$ cat src/rtl/switch_debounce.sv
// Switch input conditioner: per-channel 2-flop synchroniser followed by a
// debounce counter that accepts a new level only after it has held for
// DEBOUNCE_CYCLES consecutive synchronised cycles.
// Optional feature macro: SWITCH_DEBOUNCE_EDGE_EN builds the registered
// sw_rise/sw_fall pulse outputs; when undefined they are tied to 0.
module switch_debounce #(
  parameter int unsigned N_SW            = 2,
  parameter int unsigned CNT_W           = 16,
  parameter int unsigned DEBOUNCE_CYCLES = 50000
) (
  input  logic            clk,
  input  logic            rst,
  input  logic [N_SW-1:0] sw_raw,
  output logic [N_SW-1:0] sw_clean,
  output logic [N_SW-1:0] sw_rise,
  output logic [N_SW-1:0] sw_fall
);

  // Count value on which a persisting mismatch is accepted.
  localparam logic [CNT_W-1:0] CntLast = CNT_W'(DEBOUNCE_CYCLES - 1);
  localparam logic [CNT_W-1:0] CntOne  = CNT_W'(1);

  logic [N_SW-1:0]  sync1_q;
  logic [N_SW-1:0]  sync2_q;
  logic [N_SW-1:0]  clean_q;
  logic [N_SW-1:0]  clean_d;
  logic [N_SW-1:0]  mismatch;
  logic [N_SW-1:0]  accept;
  logic [CNT_W-1:0] cnt_q [N_SW];
  logic [CNT_W-1:0] cnt_d [N_SW];

  // Two-flop synchroniser; everything downstream looks at sync2_q only.
  always_ff @(posedge clk or negedge rst) begin
    if (!rst) begin
      sync1_q <= '0;
      sync2_q <= '0;
    end else begin
      sync1_q <= sw_raw;
      sync2_q <= sync1_q;
    end
  end

  // Next-state: any return to the accepted level discards the count.
  always_comb begin
    mismatch = '0;
    accept   = '0;
    clean_d  = clean_q;
    for (int i = 0; i < int'(N_SW); i++) begin
      cnt_d[i]    = '0;
      mismatch[i] = sync2_q[i] ^ clean_q[i];
      accept[i]   = mismatch[i] && (cnt_q[i] == CntLast);
      if (accept[i]) begin
        clean_d[i] = sync2_q[i];
      end else if (mismatch[i]) begin
        cnt_d[i] = cnt_q[i] + CntOne;
      end
    end
  end

  // Per-channel counters and accepted levels.
  always_ff @(posedge clk or negedge rst) begin
    if (!rst) begin
      clean_q <= '0;
      for (int i = 0; i < int'(N_SW); i++) begin
        cnt_q[i] <= '0;
      end
    end else begin
      clean_q <= clean_d;
      for (int i = 0; i < int'(N_SW); i++) begin
        cnt_q[i] <= cnt_d[i];
      end
    end
  end

  assign sw_clean = clean_q;

`ifdef SWITCH_DEBOUNCE_EDGE_EN
  logic [N_SW-1:0] rise_q;
  logic [N_SW-1:0] fall_q;

  // Edge pulses registered on the accept edge, so they line up with the
  // first cycle in which sw_clean shows the new level.
  always_ff @(posedge clk or negedge rst) begin
    if (!rst) begin
      rise_q <= '0;
      fall_q <= '0;
    end else begin
      rise_q <= accept & sync2_q;
      fall_q <= accept & ~sync2_q;
    end
  end

  assign sw_rise = rise_q;
  assign sw_fall = fall_q;
`else
  assign sw_rise = '0;
  assign sw_fall = '0;
`endif

endmodule

$ cat config.mk
export PLATFORM = sky130hd
export DESIGN_NAME = switch_debounce
export DESIGN_NICKNAME = d
export VERILOG_FILES = /design/src/rtl/switch_debounce.sv
export SDC_FILE = /design/constraint.sdc
export NUM_CORES = 1
export LEC_CHECK = 0
export ABC_AREA = 1
export BUFFER_PORTS_ARGS = -buffer_cell sky130_fd_sc_hd__buf_2
export CAP_MARGIN = 0
export CORE_MARGIN = 2
export CORE_UTILIZATION = 45
export DETAILED_ROUTE_END_ITERATION = 16
export HOLD_SLACK_MARGIN = 0.1
export PLACE_DENSITY_LB_ADDON = 0.2
export SLEW_MARGIN = 20
export SYNTH_ARGS = -nofsm -noshare
export SYNTH_HDL_FRONTEND = slang
export SYNTH_SLANG_ARGS = --single-unit
$ cat constraint.sdc
create_clock -name clk -period 1.4 [get_ports clk]
set_clock_uncertainty 0.15 [all_clocks]
set_input_delay 0.07 -clock clk [delete_from_list [all_inputs] [get_ports clk]]
set_output_delay 0.07 -clock clk [all_outputs]
set_load 0.02 [all_outputs]
==> flow_metrics.py <==
metrics = {
    "sta": {
        "period_share_pct": 101,
        "hold-worst-slack_ps": 191,
        "drv_slew": 0,
        "rsz0062_at_grt": "yes",
        "setup_violations": 1,
        "finalCriticalPeriod_ps": 1410,
        "hold_viol_final": 0,
        "max_freq_ghz": 0.709,
        "fin_ws_ps": -10.1,
    },
    "setup_path": {
        "crit_path_max_incr_delay_ps": 410,
        "required_ps": 1440,
        "cp_max_fo": 5,
        "cp-start-kind": "flip-flop",
        "path_cells": "ha_4, nand3_4, inv_2, nand3_1, o21ai_0, nand2_1",
        "cpLargestDelayFamily": "flip-flops",
        "end_kind": "flip-flop",
        "r2r_start": "cnt_q[1]",
        "crit_type": "flip-flop to flip-flop",
        "regToRegSetupSlack_ps": -10,
        "cp.arrival_ps": 1450,
        "crit_buf_inv": 1,
        "cp_slowest_cell": "dfrtp_1",
        "startpoint": "cnt_q[1]",
    },
    "flow_run": {
        "drv_cap": 0,
    },
    "yosys": {
        "synth_area_sq_mm": 0.00215,
        "ys_ff_latch": 38,
        "syn_inst": 278,
        "yosysWarnings": 0,
        "ys_seq_area_share_pct": 44.2,
        "syn_avg_cell_area_sq_um": 7.75,
        "synth_cell_type_count": 24,
    },
    "min_path": {
        "hold_path.class": "flip-flop to flip-flop",
        "hp-start": "sync1_q[0]",
    },
    "pwr": {
        "leakage_nw": 1.26,
        "ir_worst_vdd_mv": 0.463,
        "power_density_mw_per_mm2": 888,
        "p_total_mw": 2.43,
    },
    "status": {
        "failed_checks": "setup timing",
        "status": "finished with violations",
    },
    "grt": {
        "antenna_found_initial": 0,
        "grt_max_degree": 18,
        "grt_use_met3_pct": 4.83,
        "first_global_vias": 1675,
        "track_usage_pct": 18.1,
        "use_met1_pct": 22.4,
        "grt_pass1_wl_mm": 7.42,
        "gr-usage-met2_pct": 29.3,
        "overflow": 0,
        "busiest_layer": "met2",
    },
    "routing": {
        "ant_nets": 0,
        "wl_mm": 4.37,
        "drt_iter0_drc": 43,
        "viasPerCell": 4.73,
        "wire_per_inst_microns": 11.8,
        "remaining_drc_errors": 0,
        "drtPass1Iterations": 4,
        "vias": 1760,
    },
    "die": {
        "dieHeight_microns": 73.2,
        "ioPinCount": 10,
        "dieArea_sq_mm": 0.00535,
        "fp-row-count": 25,
        "core_sq_mm": 0.00466,
        "start_util_pct": 46.2,
        "fp.dieW_microns": 73.2,
    },
    "clock_network": {
        "worstSkewPairLatency_ps": 310,
        "cts_max_path_buffers": 2,
        "clk_pin_slew_ps": 90,
        "cts_tree": "done",
        "cts_inserted_buffers": 5,
        "h-tree-depth": 2,
        "root_buffer": "clkbuf_8",
        "clock-sinks": 38,
    },
    "layout": {
        "fill_cells": 419,
        "seqCellArea_sq_um": 957,
        "layout.nets": 323,
        "multi_input_area_sq_mm": 0.00117,
        "areaGrowthSynthToFinish_pct": 27.1,
        "drive_above_1_share_pct": 29.6,
        "diodes": 0,
    },
    "placement": {
        "dp_slack_ps": -49.9,
        "place_hpwl_mm": 3.07,
        "io_buffer_count": 5,
        "gp_congestion": 0.869,
    },
}
==> layer usage <==
| layer | vias to the layer above | routed length, microns |
|---|---|---|
| li1 | 927 | - |
| met1 | 803 | 2030 |
| met2 | 21 | 2120 |
| met3 | 9 | 121 |
| met4 | 0 | 102 |
| met5 | - | 0 |
==> Yosys cell counts <==
cell / number / area [sq um]
nand4_1: 7 / 43.8
o21ai_1: 3 / 15.0
a21oi_1: 2 / 10.0
nand2_2: 12 / 75.1
nand2_4: 1 / 11.3
nor2_1: 48 / 180
nor2_4: 5 / 56.3
nand3b_1: 4 / 30.0
buf_4: 4 / 30.0
conb_1: 1 / 3.75
nor2_2: 5 / 31.3
nand2_1: 68 / 255
nand3_2: 4 / 40.0
o21bai_1: 3 / 22.5
nand3_1: 18 / 90.1
xor2_1: 10 / 87.6
dfrtp_1: 38 / 951
o21bai_2: 1 / 11.3
o21ai_2: 1 / 8.76
xnor2_1: 4 / 35.0
o21ai_0: 1 / 5.00
ha_1: 2 / 25.0
inv_1: 29 / 109
inv_2: 7 / 26.3
==> per-stage QoR <==
stage	util (%)	cells	setup TNS (ps)	instance area, sq um
after global placement	50.5	351	-108	2350
after CTS	54.9	365	0	2560
after global routing	58.7	372	-1060	2740
final	58.7	372	-10.1	2740
after floorplan	-	281	0	2160
after detailed placement	50.5	351	-373	2350
==> state kept, by name, indices dropped and copies added, names as in the netlist <==
signal / cells
cnt_q: 32
sw_clean: 2
sync1_q: 2
sync2_q: 2
==> power by group <==
| group | total, mW | internal (mW) | leakage (nW) | switching (mW) |
|---|---|---|---|---|
| logic | 0.154 | 0.0685 | 0.679 | 0.0855 |
| registers | 1.14 | 1.12 | 0.508 | 0.0205 |
| clock network | 1.14 | 0.714 | 0.0683 | 0.425 |
==> cells in the final DEF (no fill, tap or decap) <==
master         count
nand2_1           66
inv_1             28
xnor2_1            4
ha_2               1
nand3_1           18
xor2_2             1
o21bai_1           3
dlygate4sd3_1      4
dfrtp_1           33
buf_2              4
xor2_1             9
nand3_4            4
bufinv_16          2
ha_4               1
nand2_4            3
inv_2              8
nand4_1            7
nor2_4            11
nand2_2           12
o21ai_2            1
buf_4             21
clkbuf_4           1
conb_1             4
o21ai_0            1
a21oi_1            2
o21bai_2           1
nand3b_1           4
buf_6              2
o21ai_1            3
nor2_2             9
dfrtp_2            5
buf_12             1
nor2_1            38
clkinv_4           1
clkbuf_8           5
==> worst paths after layout <==
path	end	depth (start not counted)
max	sw_clean[1]	6
min	sync2_q[0]	0
max reg2reg	sw_clean[1]	6
min reg2reg	sync2_q[0]	0
max in group asynchronous	cnt_q[6]	4
min in group asynchronous	cnt_q[29]	3
==> logic make-up (layout without fill, tap and decap cells) <==
| family | count (synthesis) | count (layout) | share of synthesized area [%] |
|---|---|---|---|
| xor gates and xnor gates | 14 | 14 | 5.69 |
| other | 1 | 4 | 0.174 |
| adders and majority gates | 2 | 2 | 1.16 |
| and+or+nand+nor | 172 | 172 | 37.8 |
| DFF | 38 | 38 | 44.2 |
| buffers and inverters | 40 | 77 | 7.67 |
| AOI/OAI and AO/OA | 11 | 11 | 3.37 |
==> cell type report <==
class / count / share of cell area [%]
multi-input combinational: 203 / 42.8
sequential: 38 / 35.0
timing repair buffer: 33 / 9.79
inverter: 36 / 4.94
clock buffer: 5 / 2.51
clock inverter: 3 / 2.51
tap: 54 / 2.47
==> timing repair <==
item | CTS | global route
hold endpoints to repair | 40 | 0
resized for setup | 3 | 34
hold buffers | 4 | 0
pin swaps | 5 | 14
setup buffers | 2 | 7
gates cloned | 0 | 0
setup endpoints to repair | 19 | 36
(Power assumes the default switching activity.)
